`config.mk`:
```
export PLATFORM = sky130hd
export DESIGN_NAME = mrf_load_ctrl
export DESIGN_NICKNAME = d
export VERILOG_FILES = /design/src/rtl/mrf_load_ctrl.sv
export SDC_FILE = /design/constraint.sdc
export NUM_CORES = 1
export LEC_CHECK = 0
export ABC_AREA = 1
export BUFFER_PORTS_ARGS = -buffer_cell sky130_fd_sc_hd__buf_4
export CORE_MARGIN = 5
export CORE_UTILIZATION = 40
export DETAILED_ROUTE_END_ITERATION = 7
export GPL_ROUTABILITY_DRIVEN = 1
export GPL_TIMING_DRIVEN = 0
export PLACE_DENSITY = 0.62
export SYNTH_ARGS = -nofsm -noshare
export SYNTH_HDL_FRONTEND = slang
export SYNTH_SLANG_ARGS = --single-unit
```
`constraint.sdc`:
```
create_clock -name clk -period 3.85 [get_ports clk]
set_input_delay 0.5775 -clock clk [delete_from_list [all_inputs] [get_ports clk]]
set_output_delay 0.5775 -clock clk [all_outputs]
set_load 0.03 [all_outputs]
```
`src/rtl/mrf_load_ctrl.sv`:
```
// mrf_load_ctrl
//   Write-side controller for the matrix register file bank array. Takes a
//   load command (base address, word count) and a valid/ready weight stream,
//   and spreads the words round-robin across NUM_RAMS banks: word k goes to
//   bank k % NUM_RAMS at address base + k / NUM_RAMS (wrapping mod 2^AW).
//
// Ports
//   clk, rst        : clock, synchronous active-high reset
//   cfg_valid/ready : command handshake; cfg_base_addr, cfg_len command fields
//   in_valid/ready  : weight stream handshake; in_data stream word
//   mrf_wr_en       : one-hot bank write enable (registered, 1-cycle pulse)
//   mrf_wr_addr     : shared bank write address (registered)
//   mrf_wr_data     : shared bank write data (registered)
//   done            : 1-cycle pulse when the command completes
//   busy            : high while a command is loading
module mrf_load_ctrl #(
  parameter int DW       = 32,
  parameter int AW       = 9,
  parameter int NUM_RAMS = 4,
  parameter int LW       = 16
) (
  input  logic                clk,
  input  logic                rst,
  input  logic                cfg_valid,
  output logic                cfg_ready,
  input  logic [AW-1:0]       cfg_base_addr,
  input  logic [LW-1:0]       cfg_len,
  input  logic                in_valid,
  output logic                in_ready,
  input  logic [DW-1:0]       in_data,
  output logic [NUM_RAMS-1:0] mrf_wr_en,
  output logic [AW-1:0]       mrf_wr_addr,
  output logic [DW-1:0]       mrf_wr_data,
  output logic                done,
  output logic                busy
);

  // Bank index needs at least one bit even for a single bank.
  localparam int BW = (NUM_RAMS > 1) ? $clog2(NUM_RAMS) : 1;

  typedef enum logic {IDLE, LOAD} state_e;

  state_e              state_q;
  logic [AW-1:0]       base_q;
  logic [AW-1:0]       off_q;
  logic [LW-1:0]       rem_q;
  logic [BW-1:0]       bank_q;
  logic [NUM_RAMS-1:0] wr_en_q;
  logic [AW-1:0]       wr_addr_q;
  logic [DW-1:0]       wr_data_q;
  logic                done_q;

  logic                cfg_acc;
  logic                in_acc;
  logic                bank_last;
  logic [NUM_RAMS-1:0] bank_sel;

  // Handshakes depend on the state register only.
  assign cfg_ready = (state_q == IDLE);
  assign in_ready  = (state_q == LOAD);
  assign busy      = (state_q == LOAD);

  assign cfg_acc   = cfg_valid && cfg_ready;
  assign in_acc    = in_valid && in_ready;
  assign bank_last = (bank_q == BW'(NUM_RAMS - 1));

  // One-hot decode of the current bank, qualified by the stream accept.
  for (genvar g = 0; g < NUM_RAMS; g++) begin : g_bank_sel
    assign bank_sel[g] = in_acc && (bank_q == BW'(g));
  end

  always_ff @(posedge clk) begin
    if (rst) begin
      state_q   <= IDLE;
      base_q    <= '0;
      off_q     <= '0;
      rem_q     <= '0;
      bank_q    <= '0;
      wr_en_q   <= '0;
      wr_addr_q <= '0;
      wr_data_q <= '0;
      done_q    <= 1'b0;
    end else begin
      // Write enable and done are single-cycle pulses; address/data just
      // hold their last value when no write is issued.
      wr_en_q <= '0;
      done_q  <= 1'b0;
      case (state_q)
        IDLE: begin
          if (cfg_acc) begin
            base_q <= cfg_base_addr;
            rem_q  <= cfg_len;
            bank_q <= '0;
            off_q  <= '0;
            if (cfg_len == '0) done_q  <= 1'b1;
            else               state_q <= LOAD;
          end
        end
        LOAD: begin
          if (in_acc) begin
            wr_en_q   <= bank_sel;
            wr_addr_q <= base_q + off_q;   // wraps mod 2^AW by truncation
            wr_data_q <= in_data;
            bank_q    <= bank_last ? '0 : bank_q + BW'(1);
            if (bank_last) off_q <= off_q + AW'(1);
            rem_q     <= rem_q - LW'(1);
            if (rem_q == LW'(1)) begin
              state_q <= IDLE;
              done_q  <= 1'b1;             // coincides with the last write
            end
          end
        end
        default: state_q <= IDLE;
      endcase
    end
  end

  assign mrf_wr_en   = wr_en_q;
  assign mrf_wr_addr = wr_addr_q;
  assign mrf_wr_data = wr_data_q;
  assign done        = done_q;

endmodule

```
# Word-level counts from Yosys, hierarchy flattened
# Cells that the tools add are included.
dict set report totals {
  regBits 83
  input_bits 61
  elab_cells 56
  output_inout_bits 49
}
dict set report classes {
  n_reduce_logical 13
  bitwise_logic 2
  n_addsub 4
  eq_ne 7
  mux 21
}
# cell count
set op_table {}
lappend op_table {{$mux W16} 2}
lappend op_table {{$pmux W16 S2} 1}
lappend op_table {{$mux W9} 3}
lappend op_table {{$pmux W9 S2} 1}
lappend op_table {{$eq A16 B1 Y1 const B} 1}
lappend op_table {{$logic_not A16 Y1} 1}
lappend op_table {{$sub A16 B1 Y16 const B} 1}
lappend op_table {{$add A9 B1 Y9 const B} 1}
lappend op_table {{$add A9 B9 Y9} 1}
lappend op_table {{$mux W1} 8}
lappend op_table {{$logic_and A1 B1 Y1} 6}
lappend op_table {{$mux W2} 3}
lappend op_table {{$ne A2 B1 Y1 const B} 3}
lappend op_table {{$reduce_and A2 Y1} 3}
lappend op_table {{$eq A2 B2 Y1 const B} 2}
lappend op_table {{$pmux W1 S2} 2}
lappend op_table {{$pmux W2 S2} 1}
lappend op_table {{$reduce_and A3 Y1} 1}
lappend op_table {{$reduce_or A3 Y1} 1}
lappend op_table {{$add A2 B1 Y2 const B} 1}
lappend op_table {{$eq A2 B1 Y1 const B} 1}
lappend op_table {{$logic_not A2 Y1} 1}
lappend op_table {{$not A1 Y1} 2}

# Logic depth before layout (Yosys ltp)
# Gate-level depths: netlist of the first run.
dict set report logic_depth {
  ltp_word 4
  ltp_mapped 11
  ltp_nobuf 11
}

# Least setup slack after synthesis of the first run
# No wires, ideal clock.
dict set report synth_path {
  kind {reg-to-reg}
  start {register off_q[0]}
  end {register wr_addr_q[6] (netlist: mrf_wr_addr[6])}
  setup_ns 0.109
  stages_incl_launch_ff 11
  t_arrival_ns 1.410
  synth_period_minus_slack_ns 1.519
  required_time_ns 3.741
  path_slack_ns 2.331
  path_buffers 0
  cell_sequence {dfxtp_1 -> ha_1 -> fa_1 -> nand3_1 -> nand2_1 -> nand3_1 -> nand2_1 -> nand2_1 -> nand3_1 -> nand2_1 -> inv_1}
}
dict set report synth_via {
  elab_chain_len 1
}
# item line_no
set synth_rtl {}
lappend synth_rtl {{start, declared} 45} ;# logic [AW-1:0] off_q;
lappend synth_rtl {{start signal, assigned} 105} ;# if (bank_last) off_q <= off_q + AW'(1);
lappend synth_rtl {{$add A9 B9 Y9} 102} ;# wr_addr_q <= base_q + off_q;
lappend synth_rtl {{end signal, assigned} 102}
lappend synth_rtl {{end, declared} 49} ;# logic [AW-1:0] wr_addr_q;
# No other way between the ends.
# A chain may end at the register's enable or synchronous reset.

# Worst setup path after layout of the first run
dict set report layout_path {
  start {register state_q (netlist: busy)}
  end {output port cfg_ready}
}
dict set report layout_via {
  elab_chain_len 1
}
# item line_no
set layout_rtl {}
lappend layout_rtl {{start, declared} 43} ;# state_e state_q;
lappend layout_rtl {{start signal, assigned} 74} ;# state_q <= IDLE;
lappend layout_rtl {{start signal, assigned} 96} ;# else state_q <= LOAD;
lappend layout_rtl {{start signal, assigned} 108} ;# state_q <= IDLE;
lappend layout_rtl {{$not A1 Y1 (no source line)} n/a}
lappend layout_rtl {{end, declared} 25} ;# output logic cfg_ready,
# No other way between the ends.

==> metrics.cfg, run 1 <==
[placement]
io_buffer_count=109
placed_area_um2=5040
dp_hpwl_mm=8.79
place_ws_ps=1990
gp_congestion=0.934

[critical_path]
rrSetupSlack_ps=2160
criticalPathCategory=reg -> out
crit_arrival_ps=1240
reg2regPathDepth=8
critPathLaunchType=flop
r2r-start=busy
critPathMaxFanout=8
r2r-end=mrf_wr_addr[4]
crit_path_start=busy
endpoint_kind=output pin
required_ps=3270

[clock_network]
cts_setup_buffers=0
clk_pin_slew_ps=90
cts_num_sinks=83
clock_latency_ps=350
cts_root_buf=clkbuf_8
cts_buffer_depth=2
cts_tree=built
cts-resized-gates=0
cts_buffers=9
cts_hold_buf=0
htreeDepth=3

[timing]
setup_ws_ps=2040
fin_crit_sh_pct=47.1
finalCriticalPeriod_ps=1810
relSlewSlack_pct=61.8
rsz0062_at_grt=false
skew_ps=7.04
max_freq_ghz=0.551
setup_tns_ps=0
setup_viol=0
hold_viol=0
drv_slew=0
worst_slew_pin_slew_ps=573

[detailed_routing]
drt_pre_antenna_iters=4
drc_errors=0
wire_per_inst_um=13.4
num_vias=4063
drt_iter0_markers=218
routed_wl_mm=11.4
antenna_left=0
via_per_inst=4.79

[final_layout]
area_growth_pct=29.5
n_fill_cell=1016
stdcell_area_um2=5250
diodes=0
drive_gt1_share_pct=20.7
nets=788
multi_input_area_um2=2070
fin_util_pct=53.4
seq_area_um2=1660

[logic_synthesis]
seq_area_frac_synth_pct=41.0
synth_area_um2=4050
ys_seq_elements=83
async_flop_share_pct=0
synth.avg_cell_area_um2=6.86
synth_ff_type=dfxtp_1
synth_fp_nets=668
synthCells=591
synth-edff-count=0
synth.distinct_cells=33
ys_warn_count=0

[grt]
grt_first_pass_wirelength_mm=19.3
grt_max_degree=15
antenna_found_initial=0
grt.overflow.total=0
grt_util_all_layers_pct=19.0
first_global_vias=3922

[hold_path]
hold_path_class=in -> reg
hold_path_depth=3
hold_end=base_q[7]
hp-start=cfg_base_addr[7]

[floorplan]
die_width_um=111
dieArea_um2=12200
core_area_um2=9820
die_y_um=111
rows=36
ioPinCount=110
initial_utilization_pct=41.3

[outcome]
status=completed

[flow_run]
drv_cap=0

[power_and_ir_drop]
vdd_drop_max_v=0.000254
p_leak_nw=2.46
powerDensity_nw_per_um2=396

[sequential cells by signal (all words and copies together), names as in the netlist]
name         cells
mrf_wr_en        4
busy             1
mrf_wr_data     32
rem_q           16
off_q            9
bank_q           2
done             1
mrf_wr_addr      9
base_q           9
[where the power goes]
group	internal [mW]	switching [mW]	total (mW)
Combinational	0.176	0.283	0.460
Sequential	0.914	0.0408	0.955
Clock	0.338	0.327	0.665
[worst max-delay path, stage by stage, from the launching register on]
cell and delay, ps:
dfxtp_1 420, buf_6 180, inv_2 100, buf_4 180
[cells by family (layout without fill, tap and decap cells)]
group	after synthesis	in the layout	share of synthesized area, %
xor gates and xnor gates	5	5	1.08
buffers and inverters	79	204	8.00
and+or+nand+nor	299	299	30.7
DFF	83	83	41.0
adders and majority gates	16	16	5.13
AOI/OAI and AO/OA	109	109	14.1
[metrics by stage]
stage,power (mW),cells,hold slack (ps)
after floorplan,1.26,591,457
final,2.08,849,473
after global routing,2.21,849,456
after global placement,1.43,833,464
after detailed placement,1.43,833,473
after CTS,2.10,849,457
[routing by layer]
metal | global-route usage [%] | part of all wire (%) | vias up
met2 | 30.9 | 45 | 128
met1 | 23.9 | 45 | 1788
li1 | - | - | 2133
met5 | 0 | 0 | -
met3 | 6.51 | 8.6 | 14
met4 | 5.50 | 1.4 | 0
[how the worst max path moves through the flow]
stage	slack [ps]	to
after floorplan	2330	mrf_wr_addr[6]
after global placement	1970	busy
after detailed placement	1990	base_q[2]
after CTS	2030	cfg_ready
after global routing	1970	mrf_wr_addr[8]
final	2040	cfg_ready
[synth_stat cells (3+ instances only)]
master	n	area [µm²]
a21oi_1	28	140
o21ai_0	71	355
buf_2	8	40.0
dfxtp_1	83	1660
a211oi_1	3	22.5
nor2_1	137	514
nor3_1	6	30.0
nand2_1	106	398
inv_1	52	195
nand4_1	5	31.3
nor2_4	3	33.8
xnor2_1	3	26.3
nand2_2	3	18.8
nand3_1	33	165
ha_1	15	188
clkbuf_1	12	45.0
[cells in the final DEF, fill, tap and decap left out, drive strengths merged, types with 3 or more instances in the layout]
cell      n
nor2    140
a21oi    28
xnor2     3
nand2   110
dfxtp    83
clkbuf   23
nand3    33
o21ai    71
nor3      7
a211oi    3
inv      56
nand4     5
buf     121
ha       15
[final cells by class]
cell class,instances,area share [%]
sequential,83,31.7
clock inverter,5,1.14
multi-input combinational,429,39.4
inverter,55,3.98
clock buffer,11,2.89
timing repair buffer,109,15.6
buffer,24,2.19
tap,133,3.17
No activity file was read; power rests on OpenSTA's default activity.
==> run 2: changes to the inputs <==
clock period = 1.83 ns   (was 3.85 ns; I/O delays follow)
==> run 2 against run 1 <==
Combinational power grew 110%; final area rose by 0.17%; total power increased by 110%; clock power is 110% higher; critical path type is now reg -> reg; largest power group unchanged.
==> metrics.cfg, run 2 (synthesis gave the netlist of run 1 again) <==
[outcome]
status=completed  ; unchanged

[grt]
first_global_vias=3922  ; unchanged
grt_util_all_layers_pct=19.0  ; unchanged
antenna_found_initial=0  ; unchanged
grt_max_degree=15  ; unchanged
grt.overflow.total=0  ; unchanged
grt_first_pass_wirelength_mm=19.3  ; unchanged

[detailed_routing]
num_vias=4076  ; was 4063
routed_wl_mm=11.5  ; was 11.4 mm
drc_errors=0  ; unchanged
drt_pre_antenna_iters=5  ; was 4
via_per_inst=4.80  ; was 4.79
drt_iter0_markers=229  ; was 218
antenna_left=0  ; unchanged
wire_per_inst_um=13.5  ; was 13.4 µm

[power_and_ir_drop]
internal_power_mw=3.00  ; was 1.43 mW
seqPwrFrac_pct=45.9  ; about the same
switchingPower_mw=1.37  ; was 0.651 mW
pwr-share-clk_pct=32.0  ; about the same
power_mw=4.38  ; was 2.08 mW
p_sw_share_pct=31.3  ; about the same
power.share.combinational_pct=22.1  ; about the same
powerDensity_nw_per_um2=832  ; was 396 nW/µm²
p_leak_nw=2.46  ; about the same
vdd_drop_max_v=0.000532  ; was 0.000254 V

[critical_path]
r2r-start=busy  ; unchanged
crit_path_start=busy  ; unchanged
crit_top_cell=inv_1
path_buf_inv=5  ; was 3
reg2regPathDepth=8  ; unchanged
slowest_stage=dfxtp_1  ; unchanged
required_ps=2090  ; was 3270 ps
cp_cell_sequence=buf_6, nand2_4, inv_1, buf_2, clkbuf_4, nand3_1, nand2_1, inv_1  ; was buf_6, inv_2, buf_4
criticalPathCategory=reg -> reg  ; was reg -> out
cp.depth=8  ; was 3
rrSetupSlack_ps=180  ; was 2160 ps
critPathMaxFanout=10  ; was 8
critPathLaunchType=flop  ; unchanged
endpoint_kind=flop  ; was output pin
endpoint=mrf_wr_addr[5]  ; was cfg_ready
crit_arrival_ps=1910  ; was 1240 ps
crit_path_max_incr_delay_ps=420  ; about the same
r2r-end=mrf_wr_addr[5]  ; was mrf_wr_addr[4]
crit_family=buffers and inverters  ; unchanged

[timing]
setup_viol=0  ; unchanged
worst_slew_pin_slew_ps=563  ; was 573 ps
rsz0062_at_grt=false  ; unchanged
max_freq_ghz=0.606
relSlewSlack_pct=62.5  ; was 61.8%
drv_slew=0  ; unchanged
fin_crit_sh_pct=90.2
skew_ps=9.24  ; was 7.04 ps
setup_tns_ps=0  ; unchanged
finalCriticalPeriod_ps=1650
hold_viol=0  ; unchanged
setup_ws_ps=180  ; was 2040 ps

[floorplan]
core_area_um2=9820  ; unchanged
die_width_um=111  ; unchanged
die_y_um=111  ; unchanged
ioPinCount=110  ; unchanged
rows=36  ; unchanged
initial_utilization_pct=41.3  ; unchanged
dieArea_um2=12200  ; unchanged

[placement]
dp_hpwl_mm=8.79  ; unchanged
gp_congestion=0.934  ; unchanged
place_ws_ps=157  ; was 1990 ps
io_buffer_count=109  ; unchanged

[clock_network]
cts_buffer_depth=2  ; unchanged
cts_root_buf=clkbuf_8  ; unchanged
htreeDepth=3  ; unchanged
clock_latency_ps=350  ; about the same
cts_num_sinks=83  ; unchanged
cts_buffers=9  ; unchanged
clk_pin_slew_ps=90  ; about the same
cts_hold_buf=0  ; unchanged
cts_tree=built  ; unchanged

[final_layout]
final_common_cell=nor2_1  ; unchanged
n_fill_cell=1016  ; unchanged
nets=788  ; unchanged
final_cell_mix=nor2_1, buf_4, nand2_1  ; unchanged
diodes=0  ; unchanged
largest_reg_flops=32  ; unchanged
drive_gt1_share_pct=21.1  ; was 20.7%
area_growth_pct=29.7  ; was 29.5%

[flow_run]
drv_cap=0  ; unchanged

[hold_path]
hold_path_depth=3  ; unchanged
hold_path_class=in -> reg  ; unchanged

## run 2: cell count changes in the layout (fill, tap and decap cells not counted)
cell	change
dfxtp_1	-1
clkbuf_4	+1
nand2_1	-1
fa_2	+1
buf_2	-1
nand2_2	+1
fa_1	-1
dfxtp_2	+1
## run 2: cell type report
type / count / area, µm² / area share (%)
Buffer: 24 / 118 / 2.24
Clock buffer: 11 / 151 / 2.88
Clock inverter: 5 / 60.1 / 1.14
Inverter: 55 / 209 / 3.98
Multi-Input combinational cell: 429 / 2070 / 39.4
Sequential cell: 83 / 1660 / 31.6
Tap cell: 133 / 166 / 3.17
Timing Repair Buffer: 109 / 818 / 15.6
## run 2: worst min path at each step
stage | start | end
floorplan | cfg_len[0] | rem_q[0]
global placement | mrf_wr_data[28] | mrf_wr_data[28]
detailed placement | mrf_wr_data[30] | mrf_wr_data[30]
CTS | in_data[27] | mrf_wr_data[27]
global route | cfg_base_addr[3] | base_q[3]
finish | cfg_base_addr[7] | base_q[7]
## run 2: worst register-to-register path: cells and delay by family (launching register included)
kind	cells	cell delay [ps]
AND/OR/NAND/NOR	3	290
buffers and inverters	5	860
flip-flops	1	420
## run 2: per-layer routing
metal / up-vias / share of wire (%) / global-route usage, %
met4: 0 / 1.0 / 5.50
met2: 136 / 45 / 30.9
met3: 9 / 9.5 / 6.51
met1: 1797 / 44 / 23.9
li1: 2134 / - / -
met5: - / 0 / 0
## run 2: metrics by stage
stage / cells / util, % / hold WS, ps / cell area, µm²
6_report: 849 / 53.5 / 170 / 5260
5_1_grt: 849 / 53.5 / 153 / 5260
4_1_cts: 849 / 53.4 / 154 / 5250
3_5_place_dp: 833 / 51.3 / 473 / 5040
3_3_place_gp: 833 / 51.3 / 464 / 5040
2_1_floorplan: 591 / - / 435 / 4050
## run 2: what timing repair did
| action | in CTS | in global routing |
|---|---|---|
| resized for setup | 0 | 4 |
| setup buffers | 0 | 0 |
| endpoints found under the hold margin | 0 | 0 |
| endpoints found under the setup margin | 0 | 3 |
## run 2: power by group through the flow
stage	registers, mW	clock network (mW)	logic, mW
floorplan	2.15	0	0.501
global placement	2.05	0	0.951
detailed placement	2.05	0	0.965
CTS	2.01	1.45	0.969
global route	2.03	1.54	1.08
finish	2.01	1.40	0.967
